<file path="src/rtl/nibble_serial_sub.sv">
// nibble_serial_sub: computes a - b one 4-bit nibble per clock through a registered borrow chain
// Ports: clk, rst (sync, active-high); in_valid/in_ready + a, b operand handshake;
//        out_valid/out_ready result handshake with diff, borrow, zero, ovf.
// Option: NIBBLE_SUB_SATURATE_EN floors diff to zero on borrow (zero flag still reports the raw result).
module nibble_serial_sub #(
   parameter int WIDTH = 16
) (
   input  logic             clk,
   input  logic             rst,
   input  logic             in_valid,
   output logic             in_ready,
   input  logic [WIDTH-1:0] a,
   input  logic [WIDTH-1:0] b,
   output logic             out_valid,
   input  logic             out_ready,
   output logic [WIDTH-1:0] diff,
   output logic             borrow,
   output logic             zero,
   output logic             ovf
);
   localparam int N = WIDTH / 4;
   localparam int IW = N > 1 ? $clog2(N) : 1;
   localparam logic [IW-1:0] LAST = IW'(N - 1);
   localparam logic [1:0] IDLE = 2'd0, RUN = 2'd1, DONE = 2'd2;
   logic [1:0]       state;
   logic [WIDTH-1:0] a_r, b_r, diff_next;
   logic [IW-1:0]    idx;
   logic             carry, sa, sb;
   logic [4:0]       sum;
   assign in_ready  = state == IDLE;
   assign out_valid = state == DONE;
   // operands shift right each RUN cycle so the current nibble is always at [3:0];
   // result nibbles enter at the top and land in place after N shifts
   always_comb begin
      sum       = {1'b0, a_r[3:0]} + {1'b0, ~b_r[3:0]} + {4'd0, carry};
      diff_next = WIDTH'({sum[3:0], diff} >> 4);
   end
   always_ff @(posedge clk) begin
      if (rst) begin
         state  <= IDLE;
         diff   <= '0;
         borrow <= 1'b0;
         zero   <= 1'b0;
         ovf    <= 1'b0;
         idx    <= '0;
         carry  <= 1'b1;
      end else if (state == IDLE && in_valid) begin
         a_r   <= a;
         b_r   <= b;
         sa    <= a[WIDTH-1];
         sb    <= b[WIDTH-1];
         idx   <= '0;
         carry <= 1'b1;
         state <= RUN;
      end else if (state == RUN) begin
         a_r   <= a_r >> 4;
         b_r   <= b_r >> 4;
         carry <= sum[4];
         idx   <= idx + 1'b1;
         diff  <= diff_next;
         if (idx == LAST) begin
            state  <= DONE;
            borrow <= ~sum[4];
            zero   <= diff_next == '0;
            ovf    <= (sa != sb) & (diff_next[WIDTH-1] != sa);
`ifdef NIBBLE_SUB_SATURATE_EN
            diff   <= sum[4] ? diff_next : '0;
`else
            diff   <= diff_next;
`endif
         end
      end else if (state == DONE && out_ready) begin
         state <= IDLE;
      end
   end
endmodule

</file>
<file path="config.mk">
export PLATFORM = sky130hd
export DESIGN_NAME = nibble_serial_sub
export DESIGN_NICKNAME = d
export VERILOG_FILES = /design/src/rtl/nibble_serial_sub.sv
export SDC_FILE = /design/constraint.sdc
export NUM_CORES = 1
export LEC_CHECK = 0
export ABC_CLOCK_PERIOD_IN_PS = 5900
export CORE_UTILIZATION = 50
export CTS_CLUSTER_DIAMETER = 120
export DETAILED_ROUTE_END_ITERATION = 7
export GPL_ROUTABILITY_DRIVEN = 0
export GPL_TIMING_DRIVEN = 1
export PLACE_DENSITY = 0.86
export SLEW_MARGIN = 20
export SYNTH_ARGS = -nofsm -noshare
export SYNTH_HDL_FRONTEND = slang
export SYNTH_SLANG_ARGS = --single-unit
</file>
<file path="constraint.sdc">
create_clock -name clk -period 5.9 [get_ports clk]
set_input_delay 1.18 -clock clk [delete_from_list [all_inputs] [get_ports clk]]
set_output_delay 1.18 -clock clk [all_outputs]
set_load 0.03 [all_outputs]
</file>
**Word level (Yosys, flattened, before mapping)**

Index checks and enable logic that the tools add are counted.

- Bits in registers: 58
- Input port bits: 36
- Output and inout bits: 21
- Word-level logic and storage cells: 49

- Add/sub/neg operators: 3
- Equality and inequality tests: 7
- Muxes and demuxes: 8
- Bitwise operators: 5
- Reduce and logical (&&, ||, !) cells: 14

Operators by type and width:

| cell | number |
|---|---|
| $mux W16 | 4 |
| $logic_not A16 Y1 | 1 |
| $reduce_and A2 Y1 | 5 |
| $mux W2 | 3 |
| $add A4 B4 Y5 | 1 |
| $add A5 B1 Y5 | 1 |
| $eq A2 B2 Y1 const B | 2 |
| $not A4 Y4 | 1 |
| $reduce_bool A2 Y1 | 2 |
| $ne A3 B2 Y1 const B | 1 |
| $not A1 Y1 | 3 |
| $reduce_and A3 Y1 | 1 |
| $reduce_bool A3 Y1 | 1 |
| $add A2 B1 Y2 const B | 1 |
| $eq A2 B1 Y1 const B | 1 |
| $logic_and A1 B1 Y1 | 2 |
| $logic_not A2 Y1 | 1 |
| $ne A1 B1 Y1 | 2 |
| $ne A2 B1 Y1 const B | 1 |
| $reduce_or A2 Y1 | 1 |
| $and A1 B1 Y1 | 1 |
| $mux W1 | 1 |

**Logic depth before layout (Yosys ltp)**

Gate-level depths: netlist (run 1).

- Depth in word-level cells: 5
- Mapped depth: 7
- Depth with buffers taken out: 7

**Worst setup path before layout (run 1)**

No wires, ideal clock.

- Kind: in2reg
- From: input in_valid
- To: register a_r[0] (enable)
- Setup time: 432 ps
- Data arrival time: 3324 ps
- Required time: 5468 ps
- Path slack: 2144 ps
- Stages: 4
- Path buffers: 2
- Path through: clkbuf_1 nand2_1 buf_2 a21oi_1

- Longest elaborated chain between the ends: 3

RTL lines:

| item | RTL line | RTL |
|---|---|---|
| start: declaration | 10 | `input logic in_valid,` |
| $logic_and A1 B1 Y1 | 47 | `end else if (state == IDLE && in_valid) begin` |
| $reduce_bool A2 Y1 (no source line) | n/a |  |
| $reduce_and A2 Y1 (no source line) | n/a |  |
| end signal: assignment | 56 | `a_r <= a_r >> 4;` |
| end: declaration | 26 | `logic [WIDTH-1:0] a_r, b_r, diff_next;` |

Every way passes these cells.
A chain may end at the register's enable or synchronous reset.

**Worst setup path after layout (run 1)**

- From: input in_valid
- To: register a_r[2] (enable)

Same word-level chain as after synthesis.

==> results of run 1 <==
critical path: cells and delay by family:
kind / cells / cell delay (ns)
and+or+nand+nor: 1 / 0.55
buffers and inverters: 1 / 0.60
AOI/OAI and AO/OA: 1 / 0.99
metal layers:
metal | up-vias | share of wire (%) | track usage, %
li1 | 962 | - | -
met1 | 886 | 42 | 24.82
met2 | 59 | 51 | 33.75
met3 | 8 | 4.9 | 8.750
met4 | 0 | 1.3 | 11.11
met5 | - | 0 | 0
synthesized netlist by cell type, drive strengths merged (4+ instances only):
cell    count  share of area (%)
ha          4                2.0
edfxtp     34                 41
a21oi      19                3.8
buf        11                2.2
nor2        9                1.4
nor4        4                1.0
inv         7                1.1
dfxtp      24                 19
and3        8                2.0
nand2     102                 16
metrics by stage:
stage | total power, mW | util (%) | instances
6_report | 0.9836 | 69.29 | 382
4_1_cts | 0.9871 | 69.29 | 382
3_3_place_gp | 0.6006 | 64.71 | 366
2_1_floorplan | 0.5558 | - | 257
3_5_place_dp | 0.6063 | 64.71 | 366
5_1_grt | 1.022 | 69.29 | 382
power by group:
part / total, mW / internal, mW / switching (mW)
clock network: 0.386 / 0.227 / 0.159
registers: 0.469 / 0.458 / 0.0109
logic: 0.128 / 0.0568 / 0.0717
total: 0.984 / 0.742 / 0.241
layout by cell type, fill, tap and decap left out, types with 2 or more instances in the layout:
master	netlist	routed
a211oi_1	2	2
a21oi_1	19	18
and3_1	8	8
and3b_1	2	2
clkbuf_16	0	3
clkbuf_8	0	9
clkdlybuf4s50_1	0	56
clkinv_2	0	3
dfxtp_1	24	24
edfxtp_1	34	34
fa_1	2	2
ha_1	4	4
inv_1	7	7
nand2_1	101	101
nand2b_1	2	2
nand3b_1	2	2
nor2_1	9	9
nor2b_1	2	2
nor3_1	3	3
nor4_1	4	4
o21ai_0	3	3
xnor2_1	2	2
how the worst max path moves through the flow:
stage | end | slack [ns] | depth (start not counted)
global route | b_r[8]$_DFFE_PP_ | 2.28 | 3
CTS | b_r[14]$_SDFFCE_PN0P_ | 2.50 | 3
global placement | a_r[14]$_SDFFCE_PN0P_ | 2.22 | 3
finish | a_r[2]$_DFFE_PP_ | 2.51 | 3
floorplan | a_r[0]$_DFFE_PP_ | 2.14 | 4
detailed placement | a_r[0]$_DFFE_PP_ | 2.14 | 3
area by class of cell:
| type | count | share of cell area, % |
|---|---|---|
| well taps | 67 | 2.545 |
| clock inverters | 3 | 0.4558 |
| multi-input cells | 178 | 27.46 |
| inverters | 7 | 0.7976 |
| repair buffers | 56 | 17.01 |
| clock buffers | 13 | 6.153 |
| flip-flops and latches | 58 | 45.58 |
logic make-up (layout without fill, tap and decap cells):
| group | after synthesis | count (layout) | share of synthesized area, % |
|---|---|---|---|
| DFF | 58 | 58 | 60.39 |
| adders and majority gates | 6 | 6 | 3.624 |
| AOI/OAI and AO/OA | 29 | 29 | 6.694 |
| and+or+nand+nor | 140 | 140 | 24.51 |
| buffers and inverters | 21 | 79 | 3.674 |
| xor gates and xnor gates | 2 | 2 | 0.7047 |
| muxes | 1 | 1 | 0.4026 |
state kept, by name, indices dropped and copies added, names as in the netlist:
register and count:
idx 2, carry 1, b_r 16, a_r 16, diff 16, sb 1
ovf 1, state 2, zero 1, sa 1, borrow 1
==> impl_results.md, run 1 <==
* Status: complete, no violations
* Worst-Skew Late Latency at 0.34 ns
* Post-synthesis register bit count at 58
* Total global routing overflow at 0
* Design area at about 3300 um2
* Pins Over Slew Limit at 0
* CP Launch Type: input pin
* Tightest Pin Transition at around 1 ns
* Post-CTS Setup Inserts at 0
* Max cap viols at 0
* FF+latch area at 1501 um2
* Layout cell share with drive strength beyond 1 at 5.714%
* Final Hold Fails at 0
* Relative slew margins at 34.31%
* P_leak at around 1.3 nW
* Vias per cell at roughly 5
* Clk slew on worst S/H paths at roughly 0.070 ns
* Worst Path Arrival at between 3 and 4 ns
* Worst hold stages at 2
* CTS Sinks at 58
* Final WS setup at 2.512 ns
* Critical path's largest stage delay at 0.99 ns
* Worst Skew at 0.008701 ns
* CTS tree: yes
* Setup Crit Path Kind: input pin to flop
* DRT iter0 DRCs at about 90
* Vias in the first global route at 1868
* Placed cell area at 3077 um2
* # nets final at 352
* Drt pass-1 iters at 4
* Die width at 72.52 um
* Site Rows at 25
* DR WL/cell at 12.91 um
* Top FF cell, synth: edfxtp_1
* Global-route wire length before repair at roughly 8000 um
* Final setup violation count at 0
* Post-cts sizing count at 0
* Hold buffers post-CTS at 0
* Core Footprint at 4755 um2
* Starting density of the core at 52.29%
* Hold Startpoint: diff[3]$_SDFFE_PP0P_
* Fin crit period at between 3 and 4 ns
* Synth cell types at 34
* Post-synth EDFFs at 34
* Slowest CP cell: a21oi_4
* Syn_area_per_cell at approximately 9.7 um2
* Cells after Synth at 257
* Clock tree buffer depth at 2
* Initial antenna violation count at 0
* Post-Route WL at between 4000 and 5000 um
* Port buffer count at between 50 and 60
* PD cells at 298.6 nW/um2
* Synth warnings at 0
* DRC Markers at 0
* Fin crit share at 57.42%
* Die area at ~5300 um2
* CTS buffer count at 9
* RSZ-0062 raised after global routing: false
* R2r endpoint: a_r[2]$_DFFE_PP_
* Antenna Violating Nets Remaining at 0
* Worst Hold End: diff[3]$_SDFFE_PP0P_
* H-tree depth at 3
* Register area share after synthesis at 60.39%
* Cells traversed along the worst timing path: clkdlybuf4s50_1 -> nand2_1 -> a21oi_4
* Via Count at 1915
* Largest net degree at the start of global routing at 33
* Critical path origin: in_valid
* Flop2flop setup slack at 3.04 ns
* Layout area overhead at 32.51%
* Die height at 72.52 um
* Worst min-delay path class: flop to flop
* Asr flop ratio synth at 0%
* Critical path capture point type: flop
* F_max at 295.2 MHz
* Req. time, crit path at approximately 5.9 ns
* Hold slack at 0.4537 ns
* CTS root buffer: clkbuf_8
* TNS Setup at 0 ns
* Fillcell total at 371
* Multi-input gate area at a little over 900 um2
* Reg2Reg Depth at 3
* # IOs at 57
* Worst flop-to-flop path startpoint: state[0]$_SDFFE_PP0P_
* Total GRT Usage at between 20% and 30%
* Peak VDD IR at 0.1825 mV
* Place WS at 2.141 ns
* CP Max Fanout at 32
* Ant. Diodes at 0
* Syn nets at 299
* Detailed-placement wirelength estimate at 3340 um
* Synth Cell Area at roughly 2500 um2
(Power assumes the default switching activity.)
==> inputs of run 2 (changes only) <==
- ABC_CLOCK_PERIOD_IN_PS: 5900 -> 2900
- CORE_UTILIZATION: 50 -> 45
- PLACE_DENSITY: 0.86 -> 0.82
- clock period: 5.9 -> 2.9 ns (I/O delays scaled with it)
==> run 2 against run 1 <==
Sequential power grew 100%. Critical path depth did not move. Register-to-register slack got worse by 2.1 ns. First-iteration DRC count rose by 7.9%. Worst setup slack got worse by 1.9 ns. Clock skew shrank 0.0013 ns. Die area up 11%.
==> impl_results.md, run 2 (synthesis results as in run 1) <==
* Status: complete, no violations
* Final setup violation count at 0
* # IOs at 57
* DRC Markers at 0
* Place WS at 0.6829 ns
* Max cap viols at 0
* Multi-input gate area at 904.6 um2
* Post-CTS Setup Inserts at 0
* Final Hold Fails at 0
* GR peak layer: met2
* Largest regs: a_r: 16 flops, b_r: 16 flops, diff: 16 flops
* Cells traversed along the worst timing path: nor2_1 -> buf_4 -> clkdlybuf4s50_1
* Critical path capture point type: output port
* Fin crit period at 2.242 ns
* DRT iter0 DRCs at 96
* Final WS setup at 0.6585 ns
* Top delay family on crit path: buffers and inverters
* RSZ-0062 raised after global routing: false
* # nets final at 358
* Clock tree buffer depth at 2
* Commonest non-fill, non-tap cells in the layout: 101 x nand2_1, 56 x clkdlybuf4s50_1, 34 x edfxtp_1
* Hold buffers post-CTS at 0
* Global-route track usage on met2 at 32.97%
* PD cells at 602.4 nW/um2
* Peak VDD IR at ~0.36 mV
* Global-route wire length before repair at 8625 um
* Worst Skew at 0.007418 ns
* Largest net degree at the start of global routing at 28
* Fillcell total at 433
* FF+latch area at 1501 um2
* Req. time, crit path at 2.32 ns
* Layout cell share with drive strength beyond 1 at 7.788%
* CTS tree: yes
* P_leak at approximately 1.4 nW
* Slowest CP cell: clkdlybuf4s50_1
* Core Footprint at 5205 um2
* CP Launch Type: flop
* Worst min-delay path class: flop to flop
* Worst Path Arrival at about 1.7 ns
* Post-cts sizing count at 0
* Via Count at around 2000
* Total GRT Usage at between 10% and 20%
* CTS Sinks at 58
* Vias in the first global route at 1952
* Layout area overhead at 35.33%
* Detailed-placement wirelength estimate at ~3700 um
* Post-Route WL at 5169 um
* CTS root buffer: clkbuf_8
* Antenna Violating Nets Remaining at 0
* Relative slew margins at 50.62%
* DR WL/cell at 13.22 um
* Pins Over Slew Limit at 0
* Met3 Use GR at 8.383%
* F_max at 446.1 MHz
* CTS buffer count at 9
* Global Route met1 Usage at a little over a fifth
* Ant. Diodes at 0
* Hold slack at 0.4514 ns
* Die height at 76.33 um
* Starting density of the core at between 40% and 50%
* H-tree depth at 3
* Die area at between 5000 and 6000 um2
* TNS Setup at 0 ns
* Worst Path Buf+Inv at 2
* Setup Crit Path Kind: flop to output port
* Port buffer count at 56
* Total global routing overflow at 0
* CP Max Fanout at 11
* Worst-Skew Late Latency at 0.33 ns
* Drt pass-1 iters at 4
* Tightest Pin Transition at 0.7407 ns
* Clk slew on worst S/H paths at roughly 0.07 ns
* Most common cell after layout, fill and taps aside: nand2_1
* Critical path's largest stage delay at 0.68 ns
* Site Rows at 26
* Fin crit share at 77.29%
* Vias per cell at 4.992
* Initial antenna violation count at 0
* Die width at 76.33 um
run 2: area by class of cell:
class / count / area share, %
Clock buffer: 14 / 6.396
Clock inverter: 2 / 0.3347
Inverter: 7 / 0.7810
Multi-Input combinational cell: 178 / 26.89
Sequential cell: 58 / 44.63
Tap cell: 70 / 2.603
Timing Repair Buffer: 62 / 18.37
run 2: final timing paths:
check	startpoint	end	slack, ns	cells past startpoint
worst max-delay path	state[0]$_SDFFE_PP0P_	in_ready	0.66	3
worst min-delay path	diff[1]$_SDFFE_PP0P_	diff[1]$_SDFFE_PP0P_	0.45	2
worst max register to register	b_r[0]$_DFFE_PP_	zero$_SDFFE_PP0P_	0.96	5
worst min register to register	diff[1]$_SDFFE_PP0P_	diff[1]$_SDFFE_PP0P_	0.45	2
run 2: tightest hold or removal path, delay by kind of cell (launching register included):
family / cells / cell delay, ns
AO/OA/AOI/OAI: 1 / 0.05
AND/OR/NAND/NOR: 1 / 0.05
flip-flops: 1 / 0.31
run 2: report_power, final:
| group | switching, mW | leakage [nW] | internal, mW |
|---|---|---|---|
| logic | 0.150 | 0.736 | 0.126 |
| clock network | 0.312 | 0.119 | 0.484 |
| registers | 0.0226 | 0.519 | 0.932 |
| total | 0.485 | 1.37 | 1.54 |
run 2: per-stage QoR:
step / cell area (um2) / total power, mW / std cells / utilization (%)
after global placement: 3138 / 1.236 / 375 / 60.29
after floorplan: 2490 / 1.131 / 257 / -
after global routing: 3364 / 2.114 / 391 / 64.64
after detailed placement: 3138 / 1.248 / 375 / 60.29
after CTS: 3364 / 2.043 / 391 / 64.64
final: 3364 / 2.027 / 391 / 64.64
run 2: metal layers:
metal  vias to the layer above  wire length, um
li1                        979                -
met2                        65             2635
met1                       898             2157
met3                        10              279
met5                         -                0
met4                         0               95
